`src/rtl/softmax_norm_pkg.sv`:
```
// rtl/softmax_norm_pkg.sv - shared constants, types and helpers for softmax_norm
// Purpose: widths, exp word layout, FSM state type and the linearisation helper.
// Ports: none (package).
package softmax_pkg;
   localparam int N_MAX  = 16;
   localparam int MANT_W = 16;
   localparam int POS_W  = 5;
   localparam int OUT_W  = 16;
   localparam int WORD_W = POS_W + MANT_W;
   localparam int LIN_W  = MANT_W + (1 << POS_W) - 1;
   localparam int IDX_W  = $clog2(N_MAX);
   localparam int ACC_W  = LIN_W + IDX_W;
   localparam int CNT_W  = IDX_W + 1;
   localparam int DVD_W  = LIN_W + OUT_W;
   localparam int Q_W    = OUT_W + 1;

   typedef struct packed {
      logic [POS_W-1:0]  pos;
      logic [MANT_W-1:0] mant;
   } exp_word_t;

   typedef enum logic [1:0] {
      ST_IDLE,
      ST_COLLECT,
      ST_DIVIDE,
      ST_EMIT
   } norm_state_e;

   function automatic logic [LIN_W-1:0] lin_of(exp_word_t w);
      return LIN_W'(w.mant) << w.pos;
   endfunction
endpackage

```
`src/rtl/softmax_norm_if.sv`:
```
// rtl/softmax_norm_if.sv - input/output stream bundle for softmax_norm
// Purpose: groups the exp-word input stream and the probability output stream.
// Ports: none; signals in_valid/in_ready/in_data/in_last, out_valid/out_ready/out_data/out_last.
//   slave  : the normaliser (consumes in_*, produces out_*).
//   master : the producer/consumer around it.
interface softmax_norm_if;
   import softmax_pkg::*;

   logic              in_valid;
   logic              in_ready;
   logic [WORD_W-1:0] in_data;
   logic              in_last;
   logic              out_valid;
   logic              out_ready;
   logic [OUT_W-1:0]  out_data;
   logic              out_last;

   modport slave (
      input  in_valid, in_data, in_last, out_ready,
      output in_ready, out_valid, out_data, out_last
   );

   modport master (
      output in_valid, in_data, in_last, out_ready,
      input  in_ready, out_valid, out_data, out_last
   );
endinterface

```
`src/rtl/softmax_norm_divider.sv`:
```
// rtl/softmax_norm_divider.sv - unsigned sequential restoring divider
// Purpose: produces Q_W quotient bits, one per cycle, after a start pulse.
//   The caller guarantees the quotient fits in Q_W bits (dividend high part < divisor).
// Ports: clk, rst (sync active-high, clears run/done), i_start (load operands),
//   i_dividend, i_divisor, o_done (one-cycle pulse), o_quotient (valid with o_done).
module seq_divider #(
   parameter int DVD_W = 63,
   parameter int DSR_W = 51,
   parameter int Q_W   = 17
) (
   input  logic             clk,
   input  logic             rst,
   input  logic             i_start,
   input  logic [DVD_W-1:0] i_dividend,
   input  logic [DSR_W-1:0] i_divisor,
   output logic             o_done,
   output logic [Q_W-1:0]   o_quotient
);
   localparam int CW = $clog2(Q_W + 1);

   logic [DSR_W-1:0] r_rem;
   logic [DSR_W-1:0] r_dsr;
   // Low dividend bits shift out of the top while quotient bits shift in at the bottom.
   logic [Q_W-1:0]   r_q;
   logic [CW-1:0]    r_cnt;
   logic             r_run;
   logic             r_done;

   logic [DSR_W:0]   w_trial;
   logic [DSR_W-1:0] w_diff;
   logic             w_ge;

   assign w_trial = {r_rem, r_q[Q_W-1]};
   assign w_ge    = w_trial >= {1'b0, r_dsr};
   // The true difference is below the divisor, so the low bits are exact.
   assign w_diff  = w_trial[DSR_W-1:0] - r_dsr;

   always_ff @(posedge clk) begin
      if (rst) begin
         r_rem  <= '0;
         r_dsr  <= '0;
         r_q    <= '0;
         r_cnt  <= '0;
         r_run  <= 1'b0;
         r_done <= 1'b0;
      end else begin
         r_done <= 1'b0;
         if (i_start) begin
            r_rem <= DSR_W'(i_dividend[DVD_W-1:Q_W]);
            r_q   <= i_dividend[Q_W-1:0];
            r_dsr <= i_divisor;
            r_cnt <= CW'(Q_W);
            r_run <= 1'b1;
         end else if (r_run) begin
            r_rem <= w_ge ? w_diff : w_trial[DSR_W-1:0];
            r_q   <= {r_q[Q_W-2:0], w_ge};
            r_cnt <= r_cnt - CW'(1);
            if (r_cnt == CW'(1)) begin
               r_run  <= 1'b0;
               r_done <= 1'b1;
            end
         end
      end
   end

   assign o_done     = r_done;
   assign o_quotient = r_q;
endmodule

```
`src/rtl/softmax_norm.sv`:
```
// rtl/softmax_norm.sv - softmax normaliser: exp words in, exp_i/sum probabilities out
// Purpose: collects up to N_MAX {pos, mant} exp words, sums their linearised values,
//   then emits each lin_i/sum as Q0.16 (saturated to all-ones at 1.0).
// Ports: clk, rst (sync active-high); bus (softmax_norm_if.slave: in_* input stream,
//   out_* output stream); busy (state != IDLE);
//   ovf (only with SOFTMAX_NORM_OVF_EN: one-cycle pulse when a full buffer forces last).
module softmax_norm
   import softmax_pkg::*;
(
   input  logic           clk,
   input  logic           rst,
   softmax_norm_if.slave  bus,
   output logic           busy
`ifdef SOFTMAX_NORM_OVF_EN
   ,
   output logic           ovf
`endif
);
   norm_state_e      r_state;
   exp_word_t        r_buf [N_MAX];
   logic [ACC_W-1:0] r_sum;
   logic [CNT_W-1:0] r_cnt;
   logic [IDX_W-1:0] r_rd;
   logic             r_div_pend;
   logic             r_out_valid;
   logic [OUT_W-1:0] r_out_data;
   logic             r_out_last;

   exp_word_t        w_in_word;
   logic [LIN_W-1:0] w_in_lin;
   logic             w_in_ready;
   logic             w_in_hs;
   logic             w_wr_en;
   logic [IDX_W-1:0] w_wr_idx;
   logic             w_full;
   logic             w_rd_last;
   logic             w_sum_zero;
   logic             w_div_start;
   logic [DVD_W-1:0] w_dividend;
   logic             w_div_done;
   logic [Q_W-1:0]   w_div_q;

   assign w_in_word  = exp_word_t'(bus.in_data);
   assign w_in_lin   = lin_of(w_in_word);
   // Gated by rst so the block refuses input during the reset cycle itself.
   assign w_in_ready = ~rst & ((r_state == ST_IDLE) || (r_state == ST_COLLECT));
   assign w_in_hs    = bus.in_valid & w_in_ready;
   assign w_wr_en    = w_in_hs;
   assign w_wr_idx   = (r_state == ST_IDLE) ? '0 : r_cnt[IDX_W-1:0];
   // Element being accepted now is the N_MAX-th one.
   assign w_full     = (r_cnt == CNT_W'(N_MAX - 1));
   assign w_rd_last  = ({1'b0, r_rd} == (r_cnt - CNT_W'(1)));
   assign w_sum_zero = (r_sum == '0);
   assign w_div_start = (r_state == ST_DIVIDE) && r_div_pend && !w_sum_zero;
   // Raw words are buffered; linearisation is recomputed here on read.
   assign w_dividend = {lin_of(r_buf[r_rd]), {OUT_W{1'b0}}};

   always_ff @(posedge clk) begin
      if (w_wr_en) begin
         r_buf[w_wr_idx] <= w_in_word;
      end
   end

   seq_divider #(
      .DVD_W (DVD_W),
      .DSR_W (ACC_W),
      .Q_W   (Q_W)
   ) u_div (
      .clk        (clk),
      .rst        (rst),
      .i_start    (w_div_start),
      .i_dividend (w_dividend),
      .i_divisor  (r_sum),
      .o_done     (w_div_done),
      .o_quotient (w_div_q)
   );

   always_ff @(posedge clk) begin
      if (rst) begin
         r_state     <= ST_IDLE;
         r_sum       <= '0;
         r_cnt       <= '0;
         r_rd        <= '0;
         r_div_pend  <= 1'b0;
         r_out_valid <= 1'b0;
         r_out_data  <= '0;
         r_out_last  <= 1'b0;
      end else begin
         case (r_state)
            ST_IDLE: begin
               if (w_in_hs) begin
                  r_sum <= ACC_W'(w_in_lin);
                  r_cnt <= CNT_W'(1);
                  r_rd  <= '0;
                  if (bus.in_last) begin
                     r_state    <= ST_DIVIDE;
                     r_div_pend <= 1'b1;
                  end else begin
                     r_state <= ST_COLLECT;
                  end
               end
            end
            ST_COLLECT: begin
               if (w_in_hs) begin
                  r_sum <= r_sum + ACC_W'(w_in_lin);
                  r_cnt <= r_cnt + CNT_W'(1);
                  if (bus.in_last || w_full) begin
                     r_state    <= ST_DIVIDE;
                     r_rd       <= '0;
                     r_div_pend <= 1'b1;
                  end
               end
            end
            ST_DIVIDE: begin
               if (r_div_pend) begin
                  // First DIVIDE cycle: the divider is started combinationally,
                  // or bypassed entirely when every element is zero.
                  r_div_pend <= 1'b0;
                  if (w_sum_zero) begin
                     r_out_data  <= '0;
                     r_out_last  <= w_rd_last;
                     r_out_valid <= 1'b1;
                     r_state     <= ST_EMIT;
                  end
               end else if (w_div_done) begin
                  r_out_data  <= w_div_q[OUT_W] ? '1 : w_div_q[OUT_W-1:0];
                  r_out_last  <= w_rd_last;
                  r_out_valid <= 1'b1;
                  r_state     <= ST_EMIT;
               end
            end
            ST_EMIT: begin
               if (bus.out_ready) begin
                  r_out_valid <= 1'b0;
                  if (r_out_last) begin
                     r_state <= ST_IDLE;
                  end else begin
                     r_rd       <= r_rd + IDX_W'(1);
                     r_div_pend <= 1'b1;
                     r_state    <= ST_DIVIDE;
                  end
               end
            end
            default: r_state <= ST_IDLE;
         endcase
      end
   end

`ifdef SOFTMAX_NORM_OVF_EN
   logic r_ovf;

   always_ff @(posedge clk) begin
      if (rst) begin
         r_ovf <= 1'b0;
      end else begin
         r_ovf <= (r_state == ST_COLLECT) && w_in_hs && !bus.in_last && w_full;
      end
   end

   assign ovf = r_ovf;
`endif

   assign bus.in_ready  = w_in_ready;
   assign bus.out_valid = r_out_valid;
   assign bus.out_data  = r_out_data;
   assign bus.out_last  = r_out_last;
   assign busy          = (r_state != ST_IDLE);
endmodule

```
`src/flat_wrapper.sv`:
```
// flat-port wrapper written by rule: the top's interface ports become plain ports
module softmax_norm_flat import softmax_pkg::*;
  (clk, rst, busy, bus_in_valid, bus_in_data, bus_in_last, bus_out_ready, bus_in_ready, bus_out_valid, bus_out_data, bus_out_last);
  softmax_norm_if bus_i ();
  input  logic clk;
  input  logic rst;
  output logic busy;
  input wire logic [$bits(bus_i.in_valid)-1:0] bus_in_valid;
  input wire logic [$bits(bus_i.in_data)-1:0] bus_in_data;
  input wire logic [$bits(bus_i.in_last)-1:0] bus_in_last;
  input wire logic [$bits(bus_i.out_ready)-1:0] bus_out_ready;
  output wire logic [$bits(bus_i.in_ready)-1:0] bus_in_ready;
  output wire logic [$bits(bus_i.out_valid)-1:0] bus_out_valid;
  output wire logic [$bits(bus_i.out_data)-1:0] bus_out_data;
  output wire logic [$bits(bus_i.out_last)-1:0] bus_out_last;
  assign bus_i.in_valid = bus_in_valid;
  assign bus_i.in_data = bus_in_data;
  assign bus_i.in_last = bus_in_last;
  assign bus_i.out_ready = bus_out_ready;
  assign bus_in_ready = bus_i.in_ready;
  assign bus_out_valid = bus_i.out_valid;
  assign bus_out_data = bus_i.out_data;
  assign bus_out_last = bus_i.out_last;
  softmax_norm u_core (.clk(clk), .rst(rst), .bus(bus_i), .busy(busy));
endmodule
```
`config.mk`:
```
export PLATFORM = sky130hd
export DESIGN_NAME = softmax_norm_flat
export DESIGN_NICKNAME = d
export VERILOG_FILES = /design/src/rtl/softmax_norm_pkg.sv /design/src/rtl/softmax_norm_if.sv /design/src/rtl/softmax_norm_divider.sv /design/src/rtl/softmax_norm.sv /design/src/flat_wrapper.sv
export SDC_FILE = /design/constraint.sdc
export NUM_CORES = 1
export LEC_CHECK = 0
export BUFFER_PORTS_ARGS = -buffer_cell sky130_fd_sc_hd__buf_4
export CORE_ASPECT_RATIO = 1.25
export CORE_MARGIN = 5
export CORE_UTILIZATION = 57
export DETAILED_ROUTE_END_ITERATION = 16
export PLACE_DENSITY = 0.79
export SLEW_MARGIN = 20
export SYNTH_ARGS = -nofsm -noshare
export SYNTH_HDL_FRONTEND = slang
export SYNTH_SLANG_ARGS = --single-unit
export TNS_END_PERCENT = 30
```
`constraint.sdc`:
```
create_clock -name clk -period 12.8 [get_ports clk]
set_clock_uncertainty 0.15 [all_clocks]
set_input_delay 0 -clock clk [delete_from_list [all_inputs] [get_ports clk]]
set_output_delay 0 -clock clk [all_outputs]
set_load 0.005 [all_outputs]
```
==> impl_metrics.toml <==
[floorplan]
coreArea_mm2 = 0.0523
placementRows = 94
die_w_um = 215
ioPinCount = 46
start_util = 0.573
die_h_um = 266
dieArea_mm2 = 0.0573

[setup_path]
crit_type = "flip-flop to flip-flop"
cp.arrival_ns = 5.43
max_stage_delay_ns = 0.92
crit_required_ns = 13.11
slowest_stage = "a2111oi_0"
crit_top_cell = "mux2i_1"
crit_path_cell_trace = "buf_4, mux4_2, a22oi_2, nand2_4, mux2i_1, mux2i_1, a21oi_1, nor2_1, a2111oi_0, nor4_1"
cp-start-kind = "flip-flop"
endpoint_kind = "flip-flop"
worstPathMaxFanout = 46

[route]
drc_errors = 0
via_per_inst = 6.53
wirelength_um = 89800
vias = 23600
drt_iter0_markers = 2616
ant_nets = 0
wl_per_cell_um = 24.8
firstDrtPassIters = 6

[synth]
syn_inst = 2913
yosysTopAreaCell = "edfxtp_1"
yosysWarnings = 0
syn_area_mm2 = 0.0300
synth_fp_nets = 3045
ys_ff_latch = 547
yosysUniqueCellTypes = 88
synth-main-ff-cell = "edfxtp_1"
synth_edf_count = 336
synth_top_area_frac = 0.336
synth.most_common_cell = "edfxtp_1"
synth_seq_area_share = 0.477
synthTopCellsByCount = "336 x edfxtp_1, 321 x nand2_1, 250 x a21oi_1"
synthArstFlopShare = 0
postSynthAreaPerCell_um2 = 10.3
synth.area.top_cells = "edfxtp_1 34%, dfxtp_1 14%, mux4_2 5.9%, ha_1 4.3%, mux2i_1 4.2%"

[run]
drv_cap = 0

[global_routing]
track_usage = 0.302
grt_max_degree = 88
antenna_found_initial = 0
overflow = 0
grt_pass1_wl_um = 135000
grt_pass1_vias = 22900

[cts]
cts.sinks = 547
cts_tree = "done"
insertion_delay_ns = 0.65
clk_pin_slew_ns = 0.06
numCtsBuffers = 57
htree_levels = 2
postCtsSetupRepairBufs = 0
ctsRootBufferMaster = "clkbuf_16"
clockBufferDepth = 3

[hold_path]
worstHoldPathType = "input pin to flip-flop"

[sta]
setup_viol_count_final = 0
slew_headroom = 0.278
rsz0062_at_grt = "false"
post-route-period-util = 0.400
fmax_mhz = 195
worst_pin_slew_ns = 1.06
tns_ns = 0
post-route-min-period_ns = 5.12
slew_violations = 0
hold_viol = 0
layout_setup_ws_ns = 7.68

[placed_design]
preCtsSetupSlack_ns = 7.69
gp_routability_congestion = 0.962
place_hpwl_um = 61200
io_buffers = 45

[pwr]
p_leak_nw = 11.9
powerDensity_mw_per_mm2 = 180
ir_drop_mv = 0.226

[run_status]
status = "completed"

[finish]
fill_cells = 4071
syn_to_final_growth_pct = 10.3
fin_nets = 3035
drive_above_1_share = 0.113
antenna_cells = 0
final_util = 0.632
-- layout make-up --
cell class                 instances  area, um^2  area share
multi-input combinational       2077       14600       0.440
sequential                       547       14300       0.433
inverter                         109         409      0.0124
tap                              672         841      0.0254
clock buffer                      68        1520      0.0459
clock inverter                    39         522      0.0158
timing repair buffer             111         898      0.0272
-- worst max-delay path: cells and delay by family (launching register included) --
| family | cells | cell delay (ns) |
|---|---|---|
| and+or+nand+nor | 3 | 0.42 |
| DFF | 1 | 0.72 |
| AOI/OAI and AO/OA | 3 | 1.62 |
| muxes | 3 | 1.11 |
| buffers and inverters | 1 | 0.79 |
-- per-layer routing --
| layer | part of all wire | global-route usage |
|---|---|---|
| met3 | 0.064 | 0.0373 |
| met2 | 0.51 | 0.533 |
| met1 | 0.38 | 0.373 |
| met5 | 0 | 0 |
| met4 | 0.050 | 0.136 |
-- path summary, 6_finish.rpt --
kind / start / to / slack [ns] / cells after the start
setup / recovery: flip-flop / u_core.u_div.r_rem[21] / 7.68 / 10
hold / removal: rst / u_core.bus.out_data[0] / 0.07 / 3
setup reg to reg: flip-flop / u_core.u_div.r_rem[21] / 7.68 / 10
hold reg to reg: u_core.bus.out_data[10] / u_core.bus.out_data[10] / 0.30 / 2
-- state kept, by name (all words and copies together) (netlist names), named ones only --
| name | cells |
|---|---|
| u_core.bus.out_data | 16 |
| u_core.bus.out_last | 1 |
| u_core.bus.out_valid | 1 |
| u_core.r_buf | 336 |
| u_core.r_cnt | 5 |
| u_core.r_div_pend | 1 |
| u_core.r_rd | 4 |
| u_core.r_state | 2 |
| u_core.r_sum | 51 |
| u_core.u_div.o_done | 1 |
| u_core.u_div.o_quotient | 17 |
| u_core.u_div.r_cnt | 5 |
| u_core.u_div.r_dsr | 51 |
| u_core.u_div.r_rem | 51 |
| u_core.u_div.r_run | 1 |
-- layout by cell type, fill, tap and decap left out, types with 24 or more instances in the layout --
cell type,n
inv_1,108
a21oi_1,250
nor2b_1,30
nand3_1,47
xnor2_1,43
a31oi_1,29
nor2_1,231
ha_1,104
mux4_2,78
a211oi_1,40
nor3_1,61
mux2_2,25
o21ai_0,161
buf_4,85
a21o_1,43
edfxtp_1,336
dfxtp_1,207
mux2i_1,126
xor2_1,48
a22oi_1,25
clkbuf_16,58
nand2_1,321
o22ai_1,24
dlygate4sd3_1,26
o211ai_1,24
nand2b_1,29
-- through the flow --
step,power (mW),hold slack (ns),instances,instance area [um^2]
after floorplan,3.60,-0.0511,2913,30000
after global placement,4.10,0.0690,3490,30800
after detailed placement,4.13,0.0744,3490,30800
after CTS,5.90,0.0370,3623,33100
after global routing,6.20,0.110,3623,33100
final,5.95,0.0731,3623,33100
-- report_power, final --
| part | internal, mW | switching (mW) |
|---|---|---|
| clock | 1.04 | 0.739 |
| combinational | 0.812 | 1.37 |
| sequential | 1.92 | 0.0709 |
-- what timing repair did --
action	in CTS	in global routing
hold endpoints to repair	369	0
gates resized for setup	0	0
hold buffers	26	0
-- cell families after synthesis --
family / share of synthesized area
simple gates: 0.133
compound gates: 0.163
flops: 0.477
buf+inv: 0.0396
mux: 0.116
fa+ha+maj: 0.0447
xor+xnor: 0.0266
Power figures use the tool's default switching activity.
